<file path="src/rtl/alu_mc_pkg.sv">
// Shared opcode, state and flag definitions for the multi-cycle ALU.
// Latency: n/a (declarations only).
// Backpressure: n/a.
package alu_mc_pkg;

  localparam int OP_W = 4;

  localparam logic [OP_W-1:0] OP_ADD  = 4'd0;
  localparam logic [OP_W-1:0] OP_SUB  = 4'd1;
  localparam logic [OP_W-1:0] OP_AND  = 4'd2;
  localparam logic [OP_W-1:0] OP_OR   = 4'd3;
  localparam logic [OP_W-1:0] OP_XOR  = 4'd4;
  localparam logic [OP_W-1:0] OP_SHL  = 4'd5;
  localparam logic [OP_W-1:0] OP_SHR  = 4'd6;
  localparam logic [OP_W-1:0] OP_PASS = 4'd7;
  localparam logic [OP_W-1:0] OP_MUL  = 4'd8;
  localparam logic [OP_W-1:0] OP_ADC  = 4'd9;
  localparam logic [OP_W-1:0] OP_SBC  = 4'd10;

  typedef enum logic {
    ST_IDLE = 1'b0,
    ST_MUL  = 1'b1
  } state_t;

  // Flag vector layout: {N, V, C, Z}
  localparam int NFLAGS = 4;
  localparam int FLAG_Z = 0;
  localparam int FLAG_C = 1;
  localparam int FLAG_V = 2;
  localparam int FLAG_N = 3;

endpackage

</file>
<file path="src/rtl/alu_mc_if.sv">
// Operand/result handshake bundle between operand source, ALU and result sink.
// Latency: n/a (wires only).
// Backpressure: in_valid/in_ready on the operand side, out_valid/out_ready on the result side.
//
// Signals: in_valid/in_ready/A/B/op carry an operation into the ALU;
// out_valid/out_ready/Y/Y_hi/Z/C/V/N carry the result and flags out.
// slave = ALU side, master = source/sink side.
interface alu_mc_if
  import alu_mc_pkg::*;
#(
  parameter int WIDTH = 8
);
  logic             in_valid;
  logic             in_ready;
  logic [WIDTH-1:0] A;
  logic [WIDTH-1:0] B;
  logic [OP_W-1:0]  op;
  logic             out_valid;
  logic             out_ready;
  logic [WIDTH-1:0] Y;
  logic [WIDTH-1:0] Y_hi;
  logic             Z;
  logic             C;
  logic             V;
  logic             N;

  modport slave (
    input  in_valid, A, B, op, out_ready,
    output in_ready, out_valid, Y, Y_hi, Z, C, V, N
  );

  modport master (
    output in_valid, A, B, op, out_ready,
    input  in_ready, out_valid, Y, Y_hi, Z, C, V, N
  );
endinterface

</file>
<file path="src/rtl/alu_mc_core.sv">
// Combinational single-cycle datapath: add/sub with carry, logic, shifts, pass.
// Latency: 0 (purely combinational; caller registers the result).
// Backpressure: none; output follows inputs.
//
// Ports: i_a, i_b operands; i_op opcode; i_cin stored carry used by ADC/SBC;
//        o_y result; o_flags {N,V,C,Z}.
module alu_mc_core
  import alu_mc_pkg::*;
#(
  parameter int WIDTH = 8
) (
  input  logic [WIDTH-1:0]  i_a,
  input  logic [WIDTH-1:0]  i_b,
  input  logic [OP_W-1:0]   i_op,
  input  logic              i_cin,
  output logic [WIDTH-1:0]  o_y,
  output logic [NFLAGS-1:0] o_flags
);

  logic [WIDTH:0]   w_sum;
  logic [WIDTH-1:0] w_y;
  logic             w_c;
  logic             w_v;
  logic             w_cin_eff;

  always_comb begin
    w_sum     = '0;
    w_y       = i_a;
    w_c       = 1'b0;
    w_v       = 1'b0;
    // Only the carry-chained ops consume the stored carry.
    w_cin_eff = ((i_op == OP_ADC) || (i_op == OP_SBC)) ? i_cin : 1'b0;

    case (i_op)
      OP_ADD, OP_ADC: begin
        w_sum = {1'b0, i_a} + {1'b0, i_b} + {{WIDTH{1'b0}}, w_cin_eff};
        w_y   = w_sum[WIDTH-1:0];
        w_c   = w_sum[WIDTH];
        w_v   = (i_a[WIDTH-1] == i_b[WIDTH-1]) && (w_y[WIDTH-1] != i_a[WIDTH-1]);
      end
      OP_SUB, OP_SBC: begin
        // Extra MSB goes high exactly when A < B + cin (borrow).
        w_sum = {1'b0, i_a} - {1'b0, i_b} - {{WIDTH{1'b0}}, w_cin_eff};
        w_y   = w_sum[WIDTH-1:0];
        w_c   = w_sum[WIDTH];
        w_v   = (i_a[WIDTH-1] != i_b[WIDTH-1]) && (w_y[WIDTH-1] != i_a[WIDTH-1]);
      end
      OP_AND: w_y = i_a & i_b;
      OP_OR:  w_y = i_a | i_b;
      OP_XOR: w_y = i_a ^ i_b;
      OP_SHL: begin
        w_y = {i_a[WIDTH-2:0], 1'b0};
        w_c = i_a[WIDTH-1];
      end
      OP_SHR: begin
        w_y = {1'b0, i_a[WIDTH-1:1]};
        w_c = i_a[0];
      end
      // PASS and the reserved opcodes all forward A with C=V=0.
      default: w_y = i_a;
    endcase

    o_y             = w_y;
    o_flags         = '0;
    o_flags[FLAG_Z] = (w_y == '0);
    o_flags[FLAG_C] = w_c;
    o_flags[FLAG_V] = w_v;
    o_flags[FLAG_N] = w_y[WIDTH-1];
  end

endmodule

</file>
<file path="src/rtl/alu_mc.sv">
// Registered multi-cycle ALU with valid/ready on both sides and shift-add multiplier.
// Latency: 1 cycle for single-cycle ops, WIDTH+1 cycles for MUL; one op outstanding.
// Backpressure: in_ready drops while MUL runs or while an unaccepted result is held.
//
// Ports: clk, rst_n (async active-low); bus = alu_mc_if slave
//        (in_valid/in_ready/A/B/op in, out_valid/out_ready/Y/Y_hi/Z/C/V/N out).
module alu_mc
  import alu_mc_pkg::*;
#(
  parameter int WIDTH = 8
) (
  input  logic     clk,
  input  logic     rst_n,
  alu_mc_if.slave  bus
);

  localparam int CNT_W = $clog2(WIDTH) + 1;

  // State and registered outputs
  state_t              r_state,     w_state;
  logic                r_out_valid, w_out_valid;
  logic [WIDTH-1:0]    r_y,         w_y;
  logic [WIDTH-1:0]    r_y_hi,      w_y_hi;
  logic [NFLAGS-1:0]   r_flags,     w_flags;
  logic                r_carry,     w_carry;

  // Multiplier working registers
  logic [2*WIDTH-1:0]  r_a_sh,      w_a_sh;
  logic [WIDTH-1:0]    r_b_sh,      w_b_sh;
  logic [2*WIDTH-1:0]  r_acc,       w_acc;
  logic [CNT_W-1:0]    r_cnt,       w_cnt;

  logic                w_in_ready;
  logic                w_in_fire;
  logic                w_out_fire;
  logic [WIDTH-1:0]    w_core_y;
  logic [NFLAGS-1:0]   w_core_flags;
  logic [2*WIDTH-1:0]  w_addend;
  logic [2*WIDTH-1:0]  w_acc_sum;

  alu_mc_core #(.WIDTH(WIDTH)) u_core (
    .i_a     (bus.A),
    .i_b     (bus.B),
    .i_op    (bus.op),
    .i_cin   (r_carry),
    .o_y     (w_core_y),
    .o_flags (w_core_flags)
  );

  // rst_n gates in_ready so nothing is offered as accepted while held in reset.
  assign w_in_ready = rst_n && (r_state == ST_IDLE) && (!r_out_valid || bus.out_ready);
  assign w_in_fire  = bus.in_valid && w_in_ready;
  assign w_out_fire = r_out_valid && bus.out_ready;

  assign w_addend   = r_b_sh[0] ? r_a_sh : '0;
  assign w_acc_sum  = r_acc + w_addend;

  always_comb begin
    w_state     = r_state;
    w_out_valid = r_out_valid;
    w_y         = r_y;
    w_y_hi      = r_y_hi;
    w_flags     = r_flags;
    w_carry     = r_carry;
    w_a_sh      = r_a_sh;
    w_b_sh      = r_b_sh;
    w_acc       = r_acc;
    w_cnt       = r_cnt;

    if (w_out_fire) begin
      w_out_valid = 1'b0;
    end

    case (r_state)
      ST_IDLE: begin
        if (w_in_fire) begin
          if (bus.op == OP_MUL) begin
            w_a_sh = {{WIDTH{1'b0}}, bus.A};
            w_b_sh = bus.B;
            w_acc  = '0;
            w_cnt  = '0;
            w_state = ST_MUL;
          end else begin
            // A new result loading on the same edge as an output transfer
            // overrides the deassert above.
            w_y         = w_core_y;
            w_y_hi      = '0;
            w_flags     = w_core_flags;
            w_carry     = w_core_flags[FLAG_C];
            w_out_valid = 1'b1;
          end
        end
      end

      ST_MUL: begin
        w_acc  = w_acc_sum;
        w_a_sh = {r_a_sh[2*WIDTH-2:0], 1'b0};
        w_b_sh = {1'b0, r_b_sh[WIDTH-1:1]};
        w_cnt  = r_cnt + 1'b1;
        // Always runs all WIDTH iterations so latency is data-independent.
        if (r_cnt == CNT_W'(WIDTH - 1)) begin
          w_y             = w_acc_sum[WIDTH-1:0];
          w_y_hi          = w_acc_sum[2*WIDTH-1:WIDTH];
          w_flags         = '0;
          w_flags[FLAG_Z] = (w_acc_sum == '0);
          w_flags[FLAG_C] = (w_acc_sum[2*WIDTH-1:WIDTH] != '0);
          w_flags[FLAG_V] = (w_acc_sum[2*WIDTH-1:WIDTH] != '0);
          w_flags[FLAG_N] = w_acc_sum[2*WIDTH-1];
          w_carry         = (w_acc_sum[2*WIDTH-1:WIDTH] != '0);
          w_out_valid     = 1'b1;
          w_state         = ST_IDLE;
        end
      end

      default: w_state = ST_IDLE;
    endcase
  end

  always_ff @(posedge clk or negedge rst_n) begin
    if (!rst_n) begin
      r_state     <= ST_IDLE;
      r_out_valid <= 1'b0;
      r_y         <= '0;
      r_y_hi      <= '0;
      r_flags     <= '0;
      r_carry     <= 1'b0;
      r_a_sh      <= '0;
      r_b_sh      <= '0;
      r_acc       <= '0;
      r_cnt       <= '0;
    end else begin
      r_state     <= w_state;
      r_out_valid <= w_out_valid;
      r_y         <= w_y;
      r_y_hi      <= w_y_hi;
      r_flags     <= w_flags;
      r_carry     <= w_carry;
      r_a_sh      <= w_a_sh;
      r_b_sh      <= w_b_sh;
      r_acc       <= w_acc;
      r_cnt       <= w_cnt;
    end
  end

  assign bus.in_ready  = w_in_ready;
  assign bus.out_valid = r_out_valid;
  assign bus.Y         = r_y;
  assign bus.Y_hi      = r_y_hi;
  assign bus.Z         = r_flags[FLAG_Z];
  assign bus.C         = r_flags[FLAG_C];
  assign bus.V         = r_flags[FLAG_V];
  assign bus.N         = r_flags[FLAG_N];

endmodule

</file>
<file path="src/flat_wrapper.sv">
// flat-port wrapper written by rule: the top's interface ports become plain ports
module alu_mc_flat import alu_mc_pkg::*;
#(
  parameter int WIDTH = 8
)
  (clk, rst_n, bus_in_valid, bus_A, bus_B, bus_op, bus_out_ready, bus_in_ready, bus_out_valid, bus_Y, bus_Y_hi, bus_Z, bus_C, bus_V, bus_N);
  alu_mc_if #(.WIDTH(WIDTH)) bus_i ();
  input  logic clk;
  input  logic rst_n;
  input wire logic [$bits(bus_i.in_valid)-1:0] bus_in_valid;
  input wire logic [$bits(bus_i.A)-1:0] bus_A;
  input wire logic [$bits(bus_i.B)-1:0] bus_B;
  input wire logic [$bits(bus_i.op)-1:0] bus_op;
  input wire logic [$bits(bus_i.out_ready)-1:0] bus_out_ready;
  output wire logic [$bits(bus_i.in_ready)-1:0] bus_in_ready;
  output wire logic [$bits(bus_i.out_valid)-1:0] bus_out_valid;
  output wire logic [$bits(bus_i.Y)-1:0] bus_Y;
  output wire logic [$bits(bus_i.Y_hi)-1:0] bus_Y_hi;
  output wire logic [$bits(bus_i.Z)-1:0] bus_Z;
  output wire logic [$bits(bus_i.C)-1:0] bus_C;
  output wire logic [$bits(bus_i.V)-1:0] bus_V;
  output wire logic [$bits(bus_i.N)-1:0] bus_N;
  assign bus_i.in_valid = bus_in_valid;
  assign bus_i.A = bus_A;
  assign bus_i.B = bus_B;
  assign bus_i.op = bus_op;
  assign bus_i.out_ready = bus_out_ready;
  assign bus_in_ready = bus_i.in_ready;
  assign bus_out_valid = bus_i.out_valid;
  assign bus_Y = bus_i.Y;
  assign bus_Y_hi = bus_i.Y_hi;
  assign bus_Z = bus_i.Z;
  assign bus_C = bus_i.C;
  assign bus_V = bus_i.V;
  assign bus_N = bus_i.N;
  alu_mc #(.WIDTH(WIDTH)) u_core (.clk(clk), .rst_n(rst_n), .bus(bus_i));
endmodule
</file>
<file path="config.mk">
export PLATFORM = sky130hd
export DESIGN_NAME = alu_mc_flat
export DESIGN_NICKNAME = d
export VERILOG_FILES = /design/src/rtl/alu_mc_pkg.sv /design/src/rtl/alu_mc_if.sv /design/src/rtl/alu_mc_core.sv /design/src/rtl/alu_mc.sv /design/src/flat_wrapper.sv
export SDC_FILE = /design/constraint.sdc
export NUM_CORES = 1
export LEC_CHECK = 0
export BUFFER_PORTS_ARGS = -buffer_cell sky130_fd_sc_hd__buf_2
export CORE_MARGIN = 3
export CORE_UTILIZATION = 66
export DETAILED_ROUTE_END_ITERATION = 16
export PLACE_DENSITY_LB_ADDON = 0.08
export SETUP_SLACK_MARGIN = 0.15
export SKIP_LAST_GASP = 1
export SLEW_MARGIN = 20
export SYNTH_ARGS = -nofsm -noshare
export SYNTH_HDL_FRONTEND = slang
export SYNTH_SLANG_ARGS = --single-unit
</file>
<file path="constraint.sdc">
create_clock -name clk -period 5 [get_ports clk]
set_input_delay 0.5 -clock clk [delete_from_list [all_inputs] [get_ports clk]]
set_output_delay 0.5 -clock clk [all_outputs]
set_load 0.1 [all_outputs]
</file>
==> qor.yml <==
logic_synthesis:
  yosys_most_used_dff: "dfrtp_1"
  netlist_area_um2: 5270
  ys_seq_elements: 66
  synth.area.top_cells: "dfrtp_1, ha_1, nand2_1"
  ys_async_sr_fraction_pct: 100
  synth_cells: 644
  syn-num-nets: 719
  seq_area_frac_synth_pct: 31.4
  synth_top_area_share_pct: 31.4
  yosys.area.top_type: "dfrtp_1"
  synth.avg_cell_area_um2: 8.18
  yosysWarnings: 0
  synth_edf_count: 0
  ys_types: 68
timing:
  maxSlewViolCount: 0
  slew_headroom_pct: 44.4
  finalCritPeriodShare_pct: 74.5
  tightest_slew_ns: 0.833
  min_period_ns: 3.73
  setup_tns_ns: 0
  skew_ns: 0.0213
  setup_viol: 0
  fmax_mhz: 268
  hold_viol_final: 0
  rsz0062_at_grt: "false"
detailed_routing:
  dr_total_vias: 4987
  routed_wl_um: 14800
  via_per_inst: 6.46
  ant_nets: 0
  drc: 0
  routedWlPerCell_um: 19.1
  drtPass1Iterations: 5
  drtIter0Drc: 484
floorplanning:
  initial_utilization_pct: 70.4
  die_y_um: 95.3
  dieArea_um2: 9090
  core-area_um2: 7490
  rows: 31
  die_x_um: 95.3
  io_pins: 46
critical_path:
  r2r-start: "u_core.r_b_sh[0]$_DFFE_PN0P_"
  critPathLaunchType: "input pin"
  cp-end-kind: "flip-flop"
  regToRegSetupSlack_ns: 1.54
  crit_required_ns: 5.30
  timing.rr.end: "u_core.r_flags[0]$_DFFE_PN0P_"
  worstSetupPathType: "input pin to flip-flop"
  worstPathArrival_ns: 4.02
  worst_r2r_path_depth: 11
  path_max_fanout: 24
pwr:
  ir_worst_vdd_uv: 465
  p_leak_uw: 0.00274
  power.density_nw_per_um2: 479
global_route:
  antenna_found_initial: 0
  grt_use_total_pct: 34.3
  grt-ovfl-total: 0
  grt_pass1_wl_um: 23700
  grt_max_degree: 67
  grt_pass1_vias: 4650
layout:
  num_antenna_cells: 0
  area_delta_synth_final_pct: 7.81
  final_util_pct: 75.9
  finalNetCount: 743
  fillerInstances: 553
  drive_gt1_share_pct: 11.0
clock_network:
  worstSkewPairLatency_ns: 0.36
  clock_path_buffers: 2
  cts_buffers: 9
  post_cts_buffers: 0
  ctsHoldBuffers: 0
  cts_max_level: 3
  cts_tree: "built"
  clk_pin_slew_ns: 0.08
  cts.sinks: 66
  cts.repair.resized: 0
  cts-root-buf: "clkbuf_8"
outcome:
  status: "finished clean"
placed_design:
  gp_congestion: 0.952
  io_buffers: 45
  hpwl_um: 11100
min_path:
  hold_class: "input pin to asynchronous set/reset pin"
flow_run:
  cap_violations: 0
## metrics by stage
step / setup WS, ns / total power (uW) / hold slack [ns] / instance area (um^2) / std cells
after floorplan: 0.352 / 1940 / 0.204 / 5270 / 644
after global placement: 1.06 / 2180 / 0.446 / 5480 / 756
after detailed placement: 0.949 / 2240 / 0.453 / 5480 / 756
after CTS: 1.31 / 2700 / 0.374 / 5680 / 772
after global routing: 1.03 / 2870 / 0.397 / 5680 / 772
final: 1.27 / 2720 / 0.338 / 5680 / 772
## flip-flops by register name, indices dropped and copies added, names as in the netlist
| signal | cells |
|---|---|
| u_core.bus.Y_hi | 8 |
| u_core.r_a_sh | 16 |
| u_core.bus.out_valid | 1 |
| u_core.r_acc | 16 |
| u_core.r_flags | 4 |
| u_core.r_cnt | 4 |
| u_core.r_state | 1 |
| u_core.r_b_sh | 8 |
| u_core.bus.Y | 8 |
## cells in the mapped netlist, types with 4 or more instances
cell and n:
xnor2_1 17, nand2_1 110, nor3_1 14, o211ai_1 10, clkbuf_1 23, nor2_1 34
nor3b_1 4, a21oi_1 48, a311oi_1 4, nand4_1 4, o21a_1 10, o31ai_1 4
a21o_1 6, nor2b_1 6, nand3_1 14, o21ai_1 6, and2_1 19, fa_1 5
mux2i_1 9, xor2_1 10, a211oi_1 12, nand2b_1 5, inv_1 31, buf_2 5
dfrtp_1 66, ha_1 46, o21ai_0 51
## layer usage
layer  global-route usage [%]  part of all wire (%)  vias up  routed length, um
li1                         -                     -     2323                  -
met1                     48.7                    42     2344               6250
met2                     50.6                    43      286               6420
met3                     9.87                    12       34               1810
met4                     10.7                   2.0        0                302
met5                        0                     0        -                  0
## worst max path at each step
stage,slack (ns),endpoint,startpoint,depth (start not counted)
finish,1.27,u_core.r_flags[0]$_DFFE_PN0P_,bus_op[1],14
global route,1.03,u_core.bus.Y[7]$_DFFE_PN0P_,bus_op[1],14
CTS,1.31,u_core.r_flags[0]$_DFFE_PN0P_,bus_op[1],14
detailed placement,0.95,u_core.r_flags[0]$_DFFE_PN0P_,bus_op[1],14
global placement,1.06,u_core.r_flags[0]$_DFFE_PN0P_,bus_op[1],14
floorplan,0.35,u_core.r_flags[0]$_DFFE_PN0P_,u_core.bus.out_valid$_DFF_PN0_,8
## cells in the final DEF (no fill, tap or decap), types with 12 or more instances in the layout
| cell | count |
|---|---|
| buf_2 | 45 |
| xnor2_1 | 17 |
| nor3_1 | 14 |
| a21oi_1 | 48 |
| ha_1 | 46 |
| o21ai_0 | 51 |
| dfrtp_1 | 65 |
| nand3_1 | 14 |
| nor2_1 | 34 |
| and2_1 | 19 |
| a211oi_1 | 12 |
| nand2_1 | 110 |
| inv_1 | 31 |
## cell families (layout without fill, tap and decap cells)
logic type	count (synthesis)	after routing	share of synthesized area (%)
buffers and inverters	66	95	5.25
AO/OA/AOI/OAI	193	193	23.6
AND/OR/NAND/NOR	230	230	20.3
multiplexers	10	10	1.92
flip-flops	66	66	31.4
XOR/XNOR	28	28	4.80
adder cells (fa/ha/maj)	51	51	12.8
## power by group
group / switching, uW / internal [uW]
Sequential: 169 / 718
Combinational: 1020 / 351
Clock: 229 / 234
Total: 1420 / 1300
## critical path, cell delays in order
cell and delay (ns):
buf_2 0.35, nor2b_1 0.34, or2_2 0.17, nand3_1 0.14
fa_1 0.45, fa_1 0.43, o21a_1 0.21, nor2_1 0.15
o211ai_1 0.16, xor2_1 0.17, a2111o_1 0.42, o22ai_1 0.18
and4_1 0.21, a31o_1 0.14
## area by class of cell
| type | count | area (um^2) | area share [%] |
|---|---|---|---|
| multi-input cells | 512 | 3340 | 58.8 |
| well taps | 99 | 124 | 2.18 |
| flip-flops and latches | 66 | 1650 | 29.1 |
| inverters | 31 | 116 | 2.05 |
| clock buffers | 9 | 124 | 2.18 |
| clock inverters | 7 | 75.1 | 1.32 |
| repair buffers | 48 | 248 | 4.36 |
Note: power is estimated with default switching activity, not from simulation.
